==> src/rtl/mips_pkg.sv <==
// Shared MIPS pipeline package: default widths, the zero-register index and word/index types.
package mips_pkg;

   localparam int unsigned DATA_W   = 32;
   localparam int unsigned ADDR_W   = 5;
   localparam int unsigned CNT_W    = 32;
   localparam int unsigned REG_ZERO = 0;

   typedef logic [DATA_W-1:0] word_t;
   typedef logic [ADDR_W-1:0] reg_idx_t;

endpackage

==> src/rtl/mips_regfile_wb_if.sv <==
// MEM/WB-to-register-file bus: write-back payload, ID read ports and forwarding/debug outputs.
interface mips_regfile_wb_if #(
   parameter int unsigned DATA_W = mips_pkg::DATA_W,
   parameter int unsigned ADDR_W = mips_pkg::ADDR_W
);
   logic              RegWrite_in;
   logic              Mem2Reg_in;
   logic [DATA_W-1:0] Mem_in;
   logic [DATA_W-1:0] ALU_in;
   logic [ADDR_W-1:0] WriteReg_in;
   logic [ADDR_W-1:0] ReadReg1_in;
   logic [ADDR_W-1:0] ReadReg2_in;
   logic [DATA_W-1:0] ReadData1_out;
   logic [DATA_W-1:0] ReadData2_out;
   logic [DATA_W-1:0] WriteData_out;
   logic              WriteEn_out;
   logic [31:0]       WriteCount_out;

   modport master (
      output RegWrite_in, Mem2Reg_in, Mem_in, ALU_in, WriteReg_in, ReadReg1_in, ReadReg2_in,
      input  ReadData1_out, ReadData2_out, WriteData_out, WriteEn_out, WriteCount_out
   );

   modport slave (
      input  RegWrite_in, Mem2Reg_in, Mem_in, ALU_in, WriteReg_in, ReadReg1_in, ReadReg2_in,
      output ReadData1_out, ReadData2_out, WriteData_out, WriteEn_out, WriteCount_out
   );
endinterface

==> src/rtl/mips_wb_mux.sv <==
// Mem2Reg write-back select: load data when sel is set, ALU result otherwise.
module mips_wb_mux #(
   parameter int unsigned W = mips_pkg::DATA_W
) (
   input  logic         sel,
   input  logic [W-1:0] mem,
   input  logic [W-1:0] alu,
   output logic [W-1:0] wb_data_c
);

   assign wb_data_c = sel ? mem : alu;

endmodule

==> src/rtl/mips_regfile_wb.sv <==
// Write-back stage register file with two async read ports and a committed-write counter.
// Build option: define REGFILE_BYPASS_EN for same-cycle write-to-read bypass.
module mips_regfile_wb
   import mips_pkg::*;
#(
   parameter int unsigned DATA_W = mips_pkg::DATA_W,
   parameter int unsigned ADDR_W = mips_pkg::ADDR_W
) (
   input  logic               clk,
   input  logic               rst,
   mips_regfile_wb_if.slave   bus
);

   localparam int unsigned DEPTH = 2 ** ADDR_W;

   logic [DATA_W-1:0] regs [DEPTH];
   logic [DATA_W-1:0] wb_data;
   logic              write_en;
   logic [CNT_W-1:0]  write_count;
   logic [DATA_W-1:0] rd1;
   logic [DATA_W-1:0] rd2;

   mips_wb_mux #(.W(DATA_W)) u_wb_mux (
      .sel       (bus.Mem2Reg_in),
      .mem       (bus.Mem_in),
      .alu       (bus.ALU_in),
      .wb_data_c (wb_data)
   );

   // Writes to the zero register are suppressed entirely, including the counter.
   assign write_en = bus.RegWrite_in && (bus.WriteReg_in != ADDR_W'(REG_ZERO));

   always_ff @(posedge clk) begin
      if (rst) begin
         for (int i = 0; i < int'(DEPTH); i++) regs[i] <= '0;
         write_count <= '0;
      end else if (write_en) begin
         regs[bus.WriteReg_in] <= wb_data;
         write_count           <= write_count + CNT_W'(1);
      end
   end

   // Read ports: zero register and reset override any bypass.
   always_comb begin
      rd1 = regs[bus.ReadReg1_in];
      rd2 = regs[bus.ReadReg2_in];
`ifdef REGFILE_BYPASS_EN
      if (write_en && (bus.ReadReg1_in == bus.WriteReg_in)) rd1 = wb_data;
      if (write_en && (bus.ReadReg2_in == bus.WriteReg_in)) rd2 = wb_data;
`endif
      if (rst || (bus.ReadReg1_in == ADDR_W'(REG_ZERO))) rd1 = '0;
      if (rst || (bus.ReadReg2_in == ADDR_W'(REG_ZERO))) rd2 = '0;
   end

   assign bus.ReadData1_out  = rd1;
   assign bus.ReadData2_out  = rd2;
   assign bus.WriteData_out  = wb_data;
   assign bus.WriteEn_out    = write_en;
   assign bus.WriteCount_out = 32'(write_count);

endmodule

==> src/flat_wrapper.sv <==
// flat-port wrapper written by rule: the top's interface ports become plain ports
module mips_regfile_wb_flat import mips_pkg::*;
#(
   parameter int unsigned DATA_W = mips_pkg::DATA_W,
   parameter int unsigned ADDR_W = mips_pkg::ADDR_W
)
  (clk, rst, bus_RegWrite_in, bus_Mem2Reg_in, bus_Mem_in, bus_ALU_in, bus_WriteReg_in, bus_ReadReg1_in, bus_ReadReg2_in, bus_ReadData1_out, bus_ReadData2_out, bus_WriteData_out, bus_WriteEn_out, bus_WriteCount_out);
  mips_regfile_wb_if #(.DATA_W(DATA_W), .ADDR_W(ADDR_W)) bus_i ();
  input  logic clk;
  input  logic rst;
  input wire logic [$bits(bus_i.RegWrite_in)-1:0] bus_RegWrite_in;
  input wire logic [$bits(bus_i.Mem2Reg_in)-1:0] bus_Mem2Reg_in;
  input wire logic [$bits(bus_i.Mem_in)-1:0] bus_Mem_in;
  input wire logic [$bits(bus_i.ALU_in)-1:0] bus_ALU_in;
  input wire logic [$bits(bus_i.WriteReg_in)-1:0] bus_WriteReg_in;
  input wire logic [$bits(bus_i.ReadReg1_in)-1:0] bus_ReadReg1_in;
  input wire logic [$bits(bus_i.ReadReg2_in)-1:0] bus_ReadReg2_in;
  output wire logic [$bits(bus_i.ReadData1_out)-1:0] bus_ReadData1_out;
  output wire logic [$bits(bus_i.ReadData2_out)-1:0] bus_ReadData2_out;
  output wire logic [$bits(bus_i.WriteData_out)-1:0] bus_WriteData_out;
  output wire logic [$bits(bus_i.WriteEn_out)-1:0] bus_WriteEn_out;
  output wire logic [$bits(bus_i.WriteCount_out)-1:0] bus_WriteCount_out;
  assign bus_i.RegWrite_in = bus_RegWrite_in;
  assign bus_i.Mem2Reg_in = bus_Mem2Reg_in;
  assign bus_i.Mem_in = bus_Mem_in;
  assign bus_i.ALU_in = bus_ALU_in;
  assign bus_i.WriteReg_in = bus_WriteReg_in;
  assign bus_i.ReadReg1_in = bus_ReadReg1_in;
  assign bus_i.ReadReg2_in = bus_ReadReg2_in;
  assign bus_ReadData1_out = bus_i.ReadData1_out;
  assign bus_ReadData2_out = bus_i.ReadData2_out;
  assign bus_WriteData_out = bus_i.WriteData_out;
  assign bus_WriteEn_out = bus_i.WriteEn_out;
  assign bus_WriteCount_out = bus_i.WriteCount_out;
  mips_regfile_wb #(.DATA_W(DATA_W), .ADDR_W(ADDR_W)) u_core (.clk(clk), .rst(rst), .bus(bus_i));
endmodule
==> config.mk <==
export PLATFORM = sky130hd
export DESIGN_NAME = mips_regfile_wb_flat
export DESIGN_NICKNAME = d
export VERILOG_FILES = /design/src/rtl/mips_pkg.sv /design/src/rtl/mips_regfile_wb_if.sv /design/src/rtl/mips_wb_mux.sv /design/src/rtl/mips_regfile_wb.sv /design/src/flat_wrapper.sv
export SDC_FILE = /design/constraint.sdc
export NUM_CORES = 2
export LEC_CHECK = 0
export CORE_UTILIZATION = 45
export CTS_BUF_LIST = sky130_fd_sc_hd__clkbuf_2
export CTS_CLUSTER_DIAMETER = 100
export DETAILED_ROUTE_END_ITERATION = 8
export PLACE_DENSITY_LB_ADDON = 0.05
export REMOVE_ABC_BUFFERS = 1
export SYNTH_ARGS = -nofsm -noshare
export SYNTH_HDL_FRONTEND = slang
export SYNTH_HIERARCHICAL = 1
export SYNTH_SLANG_ARGS = --single-unit
==> constraint.sdc <==
create_clock -name clk -period 2.6 [get_ports clk]
set_input_delay 0.52 -clock clk [delete_from_list [all_inputs] [get_ports clk]]
set_output_delay 0.52 -clock clk [all_outputs]
set_load 0.005 [all_outputs]
# Word-level counts from Yosys, hierarchy flattened
# Memories as Yosys holds them, arrays and structs flattened.
# Cells that the tools add are included.
[word_totals]
register_bits = 32
mem_bits_rw = 1024
out_inout_bits = 129
elab_cells = 21
n_memories = 1
[mem_list]
columns = ["memory", "words", "word_bits", "read_ports", "rd_ports_with_merged_regs", "wr", "line", "source"]
rows = [
  ["u_core.regs", 32, 32, 2, 0, 32, "mips_regfile_wb.sv:16", "logic [DATA_W-1:0] regs [DEPTH];"],
]
[classes]
add_sub_neg = 1
muxes = 11
n_reduce_logical = 7
[ops]
columns = ["operator", "n"]
rows = [
  ["$mux W32", 4],
  ["$add A32 B1 Y32 const B", 1],
  ["$reduce_or A32 Y1", 1],
  ["$logic_not A5 Y1", 2],
  ["$mux W1", 6],
  ["$mux W5", 1],
  ["$reduce_bool A5 Y1", 1],
  ["$logic_or A1 B1 Y1", 2],
  ["$logic_and A1 B1 Y1", 1],
]

# Longest topological paths before layout
[depth]
word_depth = 7
ltp_mapped = 8

# By module
# The synthesis kept the hierarchy.
[modules_own_cells]
columns = ["mod", "n_inst", "cells_per_inst", "area_each_um2"]
rows = [
  ["mips_regfile_wb", 1, 4147, 55863.6],
  ["mips_wb_mux", 1, 36, 544.3],
]

# Worst setup path after synthesis
# Ideal clock, no wire load.
[synth_path]
path_kind = "input port to output port"
startpoint = "input bus_ReadReg1_in[0]"
endpoint = "output bus_ReadData1_out[19]"
t_arrival_ns = 2.064
required_time_ns = 2.080
slack_ns = 0.016
path_stages = 5
path_buffers = 2
cell_sequence = "buf_2 buf_1 mux4_2 a22oi_1 nand4_1"
[synth_between]
elab_chain_len = 3
word_cells_on_any_way = 4
[synth_lines]
columns = ["element", "line", "source"]
rows = [
  ["start: declaration", "flat_wrapper.sv:16", "input wire logic [$bits(bus_i.ReadReg1_in)-1:0] bus_ReadReg1_in;"],
  ["branches (longest 2 deep; another with $mem_v2 Z32 W32)", "--", ""],
  ["$mux W32 (*)", "mips_regfile_wb.sv:51", "if (rst || (bus.ReadReg1_in == ADDR_W'(REG_ZERO))) rd1 = '0;"],
  ["end: declaration", "flat_wrapper.sv:18", "output wire logic [$bits(bus_i.ReadData1_out)-1:0] bus_ReadData1_out;"],
]
# Every way passes the cells marked *.

==> results.toml <==
[outcome]
outcome = "finished with violations"
violations = "setup timing"

[timing]
timing_hold_violations_final = 0
slew_headroom_pct = 18.3
final-setup-viol-count = 117
final_period_minus_worst_setup_slack_ps = 4160
final.setup_skew_ps = 23.1
rsz0062_at_grt = "yes"
final_tns_setup_ps = -74240
timing.fmax_ghz = 0.240
max_slew.worst_pin.slew_ps = 1220
timing.final.max_slew_violations = 0
setup_slack_ps = -1560
final.period_utilization_pct = 160

[critical_path]
worst-path-max-fanout = 2
cell_type_of_the_slowest_stage_on_the_worst_timing_path = "sky130_fd_sc_hd__mux4_2"
worst_setup_start_kind = "flop"
crit_path_end = "bus_ReadData2_out[13]"
r2r_setup_slack_ps = 550
critPathLaunch = "u_core/regs[11][13]"
worst_ep_required_time_ps = 2080
crit_end_element = "output port"
crit_path_cell_trace = "mux4_2 -> nor2b_4 -> a31oi_4 -> nand4_1 -> buf_2"
slowest_delay_ps = 490
timing.critical_path.arrival_ps = 3640
critical_path_class = "reg -> out"
r2r-start = "u_core/bus.WriteCount_out[12]"
r2r-end = "u_core/bus.WriteCount_out[31]"
worst_reg_to_reg_cells = 7

[clocking]
cts.sink_count = 1056
numCtsBuffers = 302
clk_pin_slew_ps = 100
h-tree-depth = 5
clock_tree.buffer_depth = 4
insertion_delay_ps = 1640
cts_tree = "yes"
clk_root_buffer_cell = "sky130_fd_sc_hd__clkbuf_2"

[grt]
antenna_found_initial = 20
first_pass_grt_wire_length_microns = 311000
grt_util_all_layers_pct = 35.4
grt_max_degree = 46
grt-ovfl-total = 0
grt_pass1_vias = 41400

[drt]
post_drt_wl_per_cell_microns = 33.5
dr_total_vias = 41900
first_pass_iters = 8
detail_route.iter0.violations = 5250
detail_route.vias_per_cell = 6.23
totalWireLength_microns = 226000
drcViolationCount = 0
postRouteAntennaNets = 0

[cells_and_area]
fillers = 10300
final_common_cell = "sky130_fd_sc_hd__edfxtp_1"
final_util_pct = 55.5
nets = 4968
layout_cell_share_with_drive_strength_beyond_1_pct = 31.2
flow.area_growth_from_synthesis_pct = 22.0
most-common-layout-cells = "sky130_fd_sc_hd__edfxtp_1, sky130_fd_sc_hd__and2_1, sky130_fd_sc_hd__mux2i_1"

[power_and_ir_drop]
vdd.ir_drop.worst_v = 0.000451
static-leakage-power_nw = 26.1
switchingPower_mw = 11.1
combPwrFrac_pct = 15.5
seq_power_share_pct = 52.9
power.share.switching_pct = 29.3
power_frac_clock_pct = 31.6
internal-power_mw = 26.7
power_density_nw_per_um2 = 549

[synth]
ys_dominant_reg_cell = "sky130_fd_sc_hd__edfxtp_1"
synth_top_cells_by_area = "sky130_fd_sc_hd__edfxtp_1, sky130_fd_sc_hd__and2_1, sky130_fd_sc_hd__mux4_2, sky130_fd_sc_hd__mux2i_1, sky130_fd_sc_hd__a22oi_1"
synth_top_area_share_pct = 54.5
synth_async_sr_flop_share_pct = 0
synth_enable_flop_cells = 1024
synth_top_area_cell = "sky130_fd_sc_hd__edfxtp_1"
netlist_area_sq_um = 56400
synth_seq_area_share_pct = 55.6
ys_seq_elements = 1056
post_synth_inst_count = 4183
synthesis.area_per_instance_sq_um = 13.5
yosys_warnings = 6
synth_cell_type_count = 51

[floorplan]
die_height_microns = 356
die_width_microns = 356
die_area_sq_um = 127000
site_row_count = 129
top_level_ports = 212
core_area_sq_um = 124000
initial_utilization_pct = 45.5

[job]
cap_violations = 0

[place]
detailedPlacementHpwl_microns = 150000
portBuffers = 211
dp_worst_setup_slack_ps = -1090
gp_congestion = 0.905

[worst_hold_path]
hp-class = "in -> reg"
metrics by stage:
| stage | cell area, sq um | total power, mW | hold WS (ps) | instances |
|---|---|---|---|---|
| finish | 68800 | 37.8 | 104 | 6731 |
| CTS | 68500 | 37.9 | 46.9 | 6704 |
| global route | 68800 | 39.1 | 5.02 | 6719 |
| global placement | 65300 | 26.0 | 468 | 6122 |
| detailed placement | 65300 | 26.1 | 488 | 6122 |
| floorplan | 54700 | 22.5 | 468 | 3785 |
state kept, by name, indices dropped and copies added, names as in the netlist:
register / count
u_core/regs: 1024
u_core/bus.WriteCount_out: 32
layer usage:
layer | wire length (microns) | part of all wire, % | vias up | track usage [%]
met5 | 0 | 0 | - | 0
met4 | 8080 | 3.6 | 0 | 13.2
met3 | 24600 | 11 | 487 | 8.57
met2 | 102000 | 45 | 2695 | 54.2
met1 | 91400 | 40 | 21400 | 49.0
li1 | - | - | 17300 | -
worst max-delay path: cells and delay by family (launching register included):
kind / cells / cell delay, ps
AND/OR/NAND/NOR: 2 / 570
multiplexers: 1 / 490
flip-flops: 1 / 410
buffers and inverters: 1 / 290
AO/OA/AOI/OAI: 1 / 180
how the worst min path moves through the flow:
stage	slack [ps]	cells after the start	endpoint	start
5_1_grt	5	7	u_core/regs[25][28]	bus_WriteReg_in[4]
3_5_place_dp	490	2	u_core/bus.WriteCount_out[31]	u_core/bus.WriteCount_out[31]
4_1_cts	50	3	u_core/regs[0][2]	rst
6_report	100	7	u_core/regs[25][10]	bus_WriteReg_in[4]
3_3_place_gp	470	2	u_core/bus.WriteCount_out[31]	u_core/bus.WriteCount_out[31]
2_1_floorplan	470	2	u_core/bus.WriteCount_out[31]	u_core/bus.WriteCount_out[31]
logic make-up after synthesis:
kind of cell | after synthesis | share of synthesized area (%)
and+or+nand+nor | 1458 | 15.6
xor gates and xnor gates | 25 | 0.388
adders and majority gates | 1 | 0.0222
other | 1 | 0.00665
muxes | 771 | 19.6
DFF | 1056 | 55.6
AOI/OAI and AO/OA | 435 | 5.51
buffers and inverters | 436 | 3.25
what timing repair did:
| action | 4_1_cts | 5_1_grt |
|---|---|---|
| hold buffers | 46 | 10 |
| setup endpoints to repair | 97 | 112 |
| pin swaps | 108 | 38 |
| buffers inserted | 37 | 9 |
| resized for setup | 513 | 40 |
| endpoints found under the hold margin | 1311 | 33 |
| gates cloned | 0 | 0 |
power by group through the flow:
stage | combinational, mW | sequential (mW) | clock, mW
2_1_floorplan | 2.33 | 20.2 | 0
3_3_place_gp | 5.71 | 20.3 | 0
3_5_place_dp | 5.70 | 20.4 | 0
4_1_cts | 5.75 | 20.0 | 12.1
5_1_grt | 6.06 | 20.1 | 13.0
6_report | 5.87 | 20.0 | 11.9
area by class of cell:
cell class,instances,area (sq um),area share (%)
diodes,14,35.0,0.0509
clock buffers,440,2200,3.20
clock inverters,60,283,0.411
inverters,7,26.3,0.0382
multi-input cells,2722,24100,35.1
flip-flops and latches,1056,31500,45.7
well taps,1637,2050,2.98
repair buffers,795,8620,12.5
Yosys cell counts, types with 30 or more instances:
| cell | n |
|---|---|
| sky130_fd_sc_hd__mux2i_1 | 485 |
| sky130_fd_sc_hd__nand4_1 | 68 |
| sky130_fd_sc_hd__clkbuf_1 | 308 |
| sky130_fd_sc_hd__mux4_2 | 254 |
| sky130_fd_sc_hd__a21oi_1 | 51 |
| sky130_fd_sc_hd__edfxtp_1 | 1024 |
| sky130_fd_sc_hd__a22oi_1 | 303 |
| sky130_fd_sc_hd__nor2_1 | 68 |
| sky130_fd_sc_hd__and2_1 | 1000 |
| sky130_fd_sc_hd__nand3_1 | 140 |
| sky130_fd_sc_hd__a211oi_1 | 32 |
| sky130_fd_sc_hd__mux2_4 | 30 |
| sky130_fd_sc_hd__nor2b_1 | 85 |
| sky130_fd_sc_hd__dfxtp_1 | 32 |
| sky130_fd_sc_hd__buf_2 | 100 |
| sky130_fd_sc_hd__a31oi_1 | 32 |
(Power assumes the default switching activity.)
